### src/rtl/time_set_ctrl.sv
// Front-panel key debounce, RUN/SET_MIN/SET_HOUR mode FSM, CH single/auto-repeat pulses, idle timeout, blink.
// Latency: CH/STATE update one CP after a key event (event = cycle after debounced rise); no backpressure.
module time_set_ctrl #(
  parameter int DEB_TICKS     = 20,
  parameter int REPEAT_DELAY  = 500,
  parameter int REPEAT_PERIOD = 100,
  parameter int TIMEOUT_TICKS = 10000,
  parameter int BLINK_HALF    = 250
) (
  input  logic       CP,
  input  logic       RST,
  input  logic       TICK,
  input  logic       KEY_MODE,
  input  logic       KEY_INC,
  output logic       ADJMODE,
  output logic       SELMODE,
  output logic       CH,
  output logic       BLINK,
  output logic [1:0] STATE
);
  localparam int DW   = $clog2(DEB_TICKS + 1);
  localparam int RMAX = (REPEAT_DELAY > REPEAT_PERIOD) ? REPEAT_DELAY : REPEAT_PERIOD;
  localparam int RW   = $clog2(RMAX + 1);
  localparam int IW   = $clog2(TIMEOUT_TICKS + 1);
  localparam int BW   = $clog2(BLINK_HALF + 1);

  typedef enum logic [1:0] {S_RUN = 2'b00, S_MIN = 2'b01, S_HOUR = 2'b10} state_e;

  // Key index 0 is MODE, 1 is INC.
  logic [1:0]    sync1_q, sync2_q, deb_q, deb_d, debp_q;
  logic [DW-1:0] dcnt_q [2];
  logic [DW-1:0] dcnt_d [2];
  state_e        state_q, state_d;
  logic          rep_act_q, rep_act_d, rep_fired_q, rep_fired_d;
  logic [RW-1:0] rcnt_q, rcnt_d, rep_target;
  logic [IW-1:0] idle_q, idle_d;
  logic [BW-1:0] bcnt_q, bcnt_d;
  logic          ch_q, ch_d, blink_q, blink_d, adj_q, sel_q;
  logic          mode_ev, inc_ev, in_set, rep_hit, ch_trig, timeout;

  always_comb begin
    for (int k = 0; k < 2; k++) begin
      deb_d[k]  = deb_q[k];
      dcnt_d[k] = dcnt_q[k];
      if (sync2_q[k] == deb_q[k]) begin
        dcnt_d[k] = '0;
      end else if (TICK) begin
        if (dcnt_q[k] + 1'b1 == DW'(DEB_TICKS)) begin
          deb_d[k]  = ~deb_q[k];
          dcnt_d[k] = '0;
        end else begin
          dcnt_d[k] = dcnt_q[k] + 1'b1;
        end
      end
    end
  end

  assign mode_ev    = deb_q[0] & ~debp_q[0];
  assign inc_ev     = deb_q[1] & ~debp_q[1];
  assign in_set     = (state_q != S_RUN);
  assign rep_target = rep_fired_q ? RW'(REPEAT_PERIOD) : RW'(REPEAT_DELAY);
  assign rep_hit    = TICK & rep_act_q & deb_q[1] & (rcnt_q + 1'b1 == rep_target);
  // MODE has priority over INC/repeat; a CH cycle counts as activity, so it also beats timeout.
  assign ch_trig    = in_set & ~mode_ev & (inc_ev | rep_hit);
  assign timeout    = in_set & ~mode_ev & ~ch_trig & TICK & (idle_q + 1'b1 == IW'(TIMEOUT_TICKS));

  always_comb begin
    state_d = state_q;
    if (mode_ev) begin
      case (state_q)
        S_RUN:   state_d = S_MIN;
        S_MIN:   state_d = S_HOUR;
        default: state_d = S_RUN;
      endcase
    end else if (timeout) begin
      state_d = S_RUN;
    end
  end

  always_comb begin
    ch_d        = ch_trig & ~ch_q;
    rep_act_d   = rep_act_q;
    rep_fired_d = rep_fired_q;
    rcnt_d      = rcnt_q;
    // Repeat is armed only by a press seen inside a SET state.
    if (!in_set || mode_ev || !deb_q[1] || state_d != state_q) begin
      rep_act_d   = 1'b0;
      rep_fired_d = 1'b0;
      rcnt_d      = '0;
    end else if (inc_ev) begin
      rep_act_d   = 1'b1;
      rep_fired_d = 1'b0;
      rcnt_d      = '0;
    end else if (rep_act_q && TICK) begin
      if (rep_hit) begin
        rcnt_d      = '0;
        rep_fired_d = 1'b1;
      end else begin
        rcnt_d = rcnt_q + 1'b1;
      end
    end

    idle_d = idle_q;
    if (!in_set || mode_ev || ch_trig || timeout) idle_d = '0;
    else if (TICK)                                idle_d = idle_q + 1'b1;

    blink_d = blink_q;
    bcnt_d  = bcnt_q;
    if (state_d == S_RUN || state_d != state_q || ch_d) begin
      blink_d = 1'b1;
      bcnt_d  = '0;
    end else if (TICK) begin
      if (bcnt_q + 1'b1 == BW'(BLINK_HALF)) begin
        blink_d = ~blink_q;
        bcnt_d  = '0;
      end else begin
        bcnt_d = bcnt_q + 1'b1;
      end
    end
  end

  always_ff @(posedge CP) begin
    if (RST) begin
      sync1_q     <= '0;
      sync2_q     <= '0;
      deb_q       <= '0;
      debp_q      <= '0;
      dcnt_q[0]   <= '0;
      dcnt_q[1]   <= '0;
      state_q     <= S_RUN;
      rep_act_q   <= 1'b0;
      rep_fired_q <= 1'b0;
      rcnt_q      <= '0;
      idle_q      <= '0;
      bcnt_q      <= '0;
      ch_q        <= 1'b0;
      blink_q     <= 1'b1;
      adj_q       <= 1'b0;
      sel_q       <= 1'b0;
    end else begin
      sync1_q     <= {KEY_INC, KEY_MODE};
      sync2_q     <= sync1_q;
      deb_q       <= deb_d;
      debp_q      <= deb_q;
      dcnt_q[0]   <= dcnt_d[0];
      dcnt_q[1]   <= dcnt_d[1];
      state_q     <= state_d;
      rep_act_q   <= rep_act_d;
      rep_fired_q <= rep_fired_d;
      rcnt_q      <= rcnt_d;
      idle_q      <= idle_d;
      bcnt_q      <= bcnt_d;
      ch_q        <= ch_d;
      blink_q     <= blink_d;
      adj_q       <= (state_d != S_RUN);
      sel_q       <= (state_d == S_HOUR);
    end
  end

  assign ADJMODE = adj_q;
  assign SELMODE = sel_q;
  assign CH      = ch_q;
  assign BLINK   = blink_q;
  assign STATE   = state_q;
endmodule

### config.mk
export PLATFORM = sky130hd
export DESIGN_NAME = time_set_ctrl
export DESIGN_NICKNAME = d
export VERILOG_FILES = /design/src/rtl/time_set_ctrl.sv
export SDC_FILE = /design/constraint.sdc
export NUM_CORES = 1
export LEC_CHECK = 0
export ABC_CLOCK_PERIOD_IN_PS = 3010
export CORE_MARGIN = 5
export CORE_UTILIZATION = 50
export DETAILED_ROUTE_END_ITERATION = 7
export PLACE_DENSITY = 0.75
export SLEW_MARGIN = 40
export SYNTH_ARGS = -nofsm -noshare
export SYNTH_HDL_FRONTEND = slang
export SYNTH_SLANG_ARGS = --single-unit
### constraint.sdc
create_clock -name CP -period 3.01 [get_ports CP]
set_input_delay 0.602 -clock CP [delete_from_list [all_inputs] [get_ports CP]]
set_output_delay 0.602 -clock CP [all_outputs]
set_load 0.02 [all_outputs]
==> results of run 1 <==
## cells in the mapped netlist (4+ instances only)
cell	count
nand2b_1	10
nor2b_1	9
xnor2_1	18
nand3b_1	4
nor3_1	6
nand3_1	18
dfxtp_1	57
mux2i_1	6
nand4_1	10
a21oi_1	11
ha_1	10
nand2_1	33
nor2_4	10
xor2_1	18
o21ai_0	11
inv_1	12
nor4_1	4
nor2_1	46
a22oi_1	5
clkbuf_1	6
## sequential cells by signal, summed over array words and instances, names as in the netlist, 2 cells and up
register and cells:
idle_q 14, dcnt_q 10, rcnt_q 9, bcnt_q 8, STATE 2, deb_q 2
debp_q 2, sync1_q 2, sync2_q 2
## worst max-delay path by stage
stage / to / startpoint / slack (ps)
3_5_place_dp: rcnt_q[2] / TICK / 100
2_1_floorplan: BLINK / rcnt_q[0] / 650
6_report: rcnt_q[2] / rcnt_q[0] / 310
4_1_cts: rcnt_q[2] / rcnt_q[0] / 330
3_3_place_gp: rcnt_q[2] / TICK / 190
5_1_grt: rcnt_q[2] / rcnt_q[0] / 50
## cells in the final DEF, fill, tap and decap left out, types with 5 or more instances in the layout
| master | Yosys | layout |
|---|---|---|
| a21oi_1 | 11 | 11 |
| nand4_1 | 10 | 10 |
| nor2b_1 | 9 | 9 |
| a22oi_1 | 5 | 5 |
| nand2b_1 | 10 | 10 |
| clkdlybuf4s50_1 | 0 | 10 |
| ha_1 | 10 | 10 |
| clkbuf_8 | 0 | 10 |
| nor3_1 | 6 | 6 |
| mux2i_1 | 6 | 6 |
| buf_4 | 0 | 8 |
| xnor2_1 | 18 | 18 |
| nand3_1 | 18 | 18 |
| nor2_1 | 46 | 46 |
| nand2_1 | 33 | 33 |
| o21ai_0 | 11 | 11 |
| nor2_4 | 10 | 10 |
| dfxtp_1 | 57 | 57 |
| inv_1 | 12 | 12 |
| xor2_1 | 18 | 18 |
## layer usage
metal  global-route usage, %  up-vias  part of all wire (%)
met5                       0        -                     0
met4                    8.93        0                   1.9
met3                    3.58       14                   4.7
met2                    24.6       67                    47
met1                    19.6     1231                    46
li1                        -     1354                     -
## cells by family after synthesis
logic type	Yosys count	synth area share, %
mux	7	2.21
flops	57	35.3
fa+ha+maj	10	3.87
xor+xnor	36	9.75
compound gates	59	13.2
simple gates	180	31.9
buf+inv	24	3.79
## through the flow
stage | cells | instance area [um^2] | worst slack [ps]
5_1_grt | 472 | 3610 | 52.9
6_report | 472 | 3610 | 310
2_1_floorplan | 373 | 3230 | 646
4_1_cts | 472 | 3610 | 325
3_5_place_dp | 456 | 3410 | 98.2
3_3_place_gp | 456 | 3410 | 194
## cell type report
class	count	area, um^2	area share [%]
multi-input combinational	292	1970	54.6
sequential	57	1140	31.6
timing repair buffer	18	160	4.44
clock buffer	10	138	3.81
tap	77	96.3	2.67
clock inverter	6	57.6	1.60
inverter	12	45.0	1.25
## critical path: stages, from the launching register on
cell and delay (ps):
dfxtp_1 450, ha_1 330, xnor2_1 140, nor4b_1 400, nand3_1 190, nor4b_1 430
a2111o_1 270, nor2_1 80, a221o_1 300
## where the power goes
part           internal (W)  switching [W]
registers          0.000757     0.00000164
clock network      0.000398       0.000314
logic             0.0000146      0.0000172
total               0.00117       0.000333
==> results.sh, run 1 <==
export IMPL_drt_iter0_drc=174
export IMPL_clkLatencyLatePin_ps=340
export IMPL_postCtsSetupRepairBufs=0
export IMPL_utilization_pct=57.2
export IMPL_hpwl_mm=4.35
export IMPL_clk_path_buf_depth=2
export IMPL_cts_root_buf="clkbuf_8"
export IMPL_wl_per_cell_um=13.3
export IMPL_power_w=0.00150
export IMPL_cts_resized=0
export IMPL_max_freq_mhz=370
export IMPL_htreeDepth=3
export IMPL_worst_setup_path_start_kind="flop"
export IMPL_min_period_ps=2700
export IMPL_vias=2666
export IMPL_yosys_top_cells_area="dfxtp_1 35%, nor2_1 5.3%, xnor2_1 4.9%"
export IMPL_core_area_mm2=0.00631
export IMPL_synth_cell_area_mm2=0.00323
export IMPL_hold_end="sync2_q[0]"
export IMPL_syn_avg_cell_area_um2=8.67
export IMPL_initial_core_util_pct=51.2
export IMPL_dr_pass1_iters=5
export IMPL_p_leak_nw=1.24
export IMPL_final_antenna_net_count=0
export IMPL_wl_mm=6.26
export IMPL_drc_errors=0
export IMPL_area_delta_synth_final_pct=11.6
export IMPL_ys_ff_latch=57
export IMPL_die_h_um=90.4
export IMPL_whs_ps=447
export IMPL_required_ps=3240
export IMPL_slew_violations=0
export IMPL_tritoncts="yes"
export IMPL_outcome="finished clean"
export IMPL_reg2reg_depth=8
export IMPL_antenna_found_initial=0
export IMPL_fin_skew_ps=6.45
export IMPL_setup_tns_ps=0
export IMPL_insertedDiodeCount=0
export IMPL_synth_top_area_share_pct=35.3
export IMPL_synth_largest_area_cell="dfxtp_1"
export IMPL_numCtsBuffers=9
export IMPL_grt_overflow_total=0
export IMPL_grt_max_degree=29
export IMPL_die_w_um=90.4
export IMPL_worstPathArrival_ps=2930
export IMPL_min_from="sync1_q[0]"
export IMPL_numPortBuffers=10
export IMPL_dieArea_mm2=0.00818
export IMPL_synth_edf_count=0
export IMPL_layout_drive_gt1_share_pct=12.7
export IMPL_tightest_slew_ps=645
export IMPL_critPathKind="flop to flop"
export IMPL_holdBufCountCts=0
export IMPL_syn_instance_count=373
export IMPL_powerDensity_mw_per_mm2=417
export IMPL_synth_nets=388
export IMPL_setup_viol=0
export IMPL_rows=29
export IMPL_reg2reg_slack_ps=310
export IMPL_ys_async_sr_fraction_pct=0
export IMPL_synth_flop_cell="dfxtp_1"
export IMPL_slew_headroom_pct=55.9
export IMPL_grt_pass1_vias=2440
export IMPL_worstHoldPathCells=1
export IMPL_hold_path_class="flop to flop"
export IMPL_clkSinkCount=57
export IMPL_cap_viol_max_count=0
export IMPL_grt_first_pass_wirelength_mm=10.7
export IMPL_cp_max_fo=6
export IMPL_yosys_warnings=0
export IMPL_vias_per_cell=5.65
export IMPL_seq_area_frac_synth_pct=35.3
export IMPL_finalHoldViolations=0
export IMPL_nFillCells=581
export IMPL_reg2reg_to="rcnt_q[2]"
export IMPL_fin_nets=405
export IMPL_ios=11
export IMPL_synth_distinct_cells=68
export IMPL_crit_path_end_kind="flop"
export IMPL_rsz0062_at_grt="false"
export IMPL_peakVddDrop_v=0.000404
export IMPL_r2r_start="rcnt_q[0]"
export IMPL_fin_crit_sh_pct=89.7
export IMPL_cts_reportedPaths_clkPinSlew_ps=70
export IMPL_gp_congestion=0.883
export IMPL_gr_usage_all_layers_pct=15.6
(Power assumes the default switching activity.)
==> inputs of run 2 (changes only) <==
REMOVE_ABC_BUFFERS = 1   (was unset)
==> results.sh, run 2 (synthesis results as in run 1) <==
export IMPL_grt_pass1_vias=2417
export IMPL_hold_path_class="flop to flop"
export IMPL_clk_path_buf_depth=2
export IMPL_antenna_found_initial=0
export IMPL_min_period_ps=2840
export IMPL_cts_resized=0
export IMPL_top_regs="idle_q: 14 flops, dcnt_q: 10 flops, rcnt_q: 9 flops"
export IMPL_p_clk_share_pct=51.5
export IMPL_postCtsSetupRepairBufs=0
export IMPL_tritoncts="yes"
export IMPL_largest_reg_flops=14
export IMPL_powerDensity_mw_per_mm2=446
export IMPL_numPortBuffers=10
export IMPL_layout_drive_gt1_share_pct=12.9
export IMPL_vias=2626
export IMPL_cp_max_fo=6
export IMPL_gp_congestion=0.853
export IMPL_setup_tns_ps=0
export IMPL_critPathTopFamily="simple AND/OR/NAND/NOR gates"
export IMPL_finalHoldViolations=0
export IMPL_r2r_start="rcnt_q[0]"
export IMPL_core_area_mm2=0.00631
export IMPL_mostFrequentLayoutCells="57 x dfxtp_1, 46 x nor2_1, 33 x nand2_1"
export IMPL_wl_per_cell_um=13.4
export IMPL_die_w_um=90.4
export IMPL_swShare_pct=20.0
export IMPL_drc_errors=0
export IMPL_cts_reportedPaths_clkPinSlew_ps=70
export IMPL_numCtsBuffers=9
export IMPL_sequentialPowerShare_pct=46.5
export IMPL_fin_nets=406
export IMPL_wl_mm=6.32
export IMPL_ios=11
export IMPL_initial_core_util_pct=51.2
export IMPL_crit_top_cell="nand3_1"
export IMPL_power_share_combinational_pct=2.0
export IMPL_fin_skew_ps=8.92
export IMPL_cts_root_buf="clkbuf_8"
export IMPL_p_sw_w=0.000327
export IMPL_top_register="idle_q"
export IMPL_reg2reg_depth=8
export IMPL_insertedDiodeCount=0
export IMPL_worstHoldPathCells=1
export IMPL_crit_path_end_kind="flop"
export IMPL_cpMaxStageDelayCell="nor4b_1"
export IMPL_grt_first_pass_wirelength_mm=10.8
export IMPL_critPathKind="flop to flop"
export IMPL_vias_per_cell=5.55
export IMPL_cap_viol_max_count=0
export IMPL_peakVddDrop_v=0.000377
export IMPL_htreeDepth=3
export IMPL_reg2reg_slack_ps=170
export IMPL_grt_overflow_total=0
export IMPL_power_internal_w=0.00131
export IMPL_utilization_pct=58.0
export IMPL_outcome="finished clean"
export IMPL_holdBufCountCts=0
export IMPL_slew_headroom_pct=51.0
export IMPL_fin_crit_sh_pct=94.5
export IMPL_clkSinkCount=57
export IMPL_drt_iter0_drc=146
export IMPL_hpwl_mm=4.55
export IMPL_gr_usage_all_layers_pct=15.9
export IMPL_setup_viol=0
export IMPL_dieArea_mm2=0.00818
export IMPL_slew_violations=0
export IMPL_min_from="sync1_q[0]"
export IMPL_crit_chain="ha_1 > nand3_1 > xnor2_1 > nand3_1 > nor4b_1 > a2111o_1 > nor2_1 > a221o_1"
export IMPL_final_antenna_net_count=0
export IMPL_dr_pass1_iters=5
export IMPL_grt_max_degree=28
export IMPL_worstPathArrival_ps=3070
export IMPL_crit_buf_inv=0
export IMPL_die_h_um=90.4
export IMPL_worst_setup_path_start_kind="flop"
export IMPL_max_stage_delay_ps=560
export IMPL_rsz0062_at_grt="false"
export IMPL_reg2reg_to="rcnt_q[2]"
export IMPL_tightest_slew_ps=717
export IMPL_p_leak_nw=1.26
export IMPL_clkLatencyLatePin_ps=340
export IMPL_area_delta_synth_final_pct=13.2
export IMPL_rows=29
export IMPL_required_ps=3240
export IMPL_hold_end="sync2_q[0]"
export IMPL_final_common_cell="dfxtp_1"
export IMPL_max_freq_mhz=352
-- run 2: cell count changes in the layout (fill, tap and decap cells not counted) --
cell	previous run	this run
buf_4	8	9
bufinv_16	1	2
clkbuf_8	10	12
clkinv_2	4	1
clkinv_4	0	1
clkinvlp_4	1	0
-- run 2: worst max path at each step --
stage                    from        end  depth (start not counted)  slack [ps]
floorplan           rcnt_q[0]      BLINK                          8         640
global placement         TICK  rcnt_q[2]                          8         170
detailed placement       TICK  rcnt_q[2]                          8         -20
CTS                 rcnt_q[0]  rcnt_q[2]                          8         230
global route        rcnt_q[0]  rcnt_q[2]                          8           4
finish              rcnt_q[0]  rcnt_q[2]                          8         170
-- run 2: layout make-up --
cell class | instances | area, um^2
well taps | 77 | 96.3
inverters | 12 | 45.0
clock inverters | 4 | 73.8
fillers | 560 | 2650
clock buffers | 12 | 165
multi-input cells | 292 | 1970
repair buffers | 19 | 168
flip-flops and latches | 57 | 1140
-- run 2: power groups by stage --
stage	sequential [W]	combinational [W]	clock, W
after CTS	0.000759	0.0000332	0.000859
after floorplan	0.000775	0.0000111	0
after global placement	0.000776	0.0000323	0
final	0.000759	0.0000330	0.000841
after detailed placement	0.000776	0.0000329	0
after global routing	0.000759	0.0000356	0.000894
-- run 2: metal layers --
layer | wire, um | GRT usage, % | share of wire, % | up-vias
li1 | - | - | - | 1352
met1 | 2920 | 20.1 | 46 | 1224
met2 | 3030 | 25.1 | 48 | 41
met3 | 274 | 5.67 | 4.3 | 9
met4 | 87 | 5.09 | 1.4 | 0
met5 | 0 | 0 | 0 | -
-- run 2: stage by stage --
stage	cells	instance area, um^2	power [W]	hold WS (ps)	setup WS, ps
floorplan	361	3160	0.000786	414	640
global placement	457	3420	0.000808	416	167
detailed placement	457	3420	0.000809	426	-20.0
CTS	473	3660	0.00165	441	231
global route	473	3660	0.00169	461	4.07
finish	473	3660	0.00163	438	167
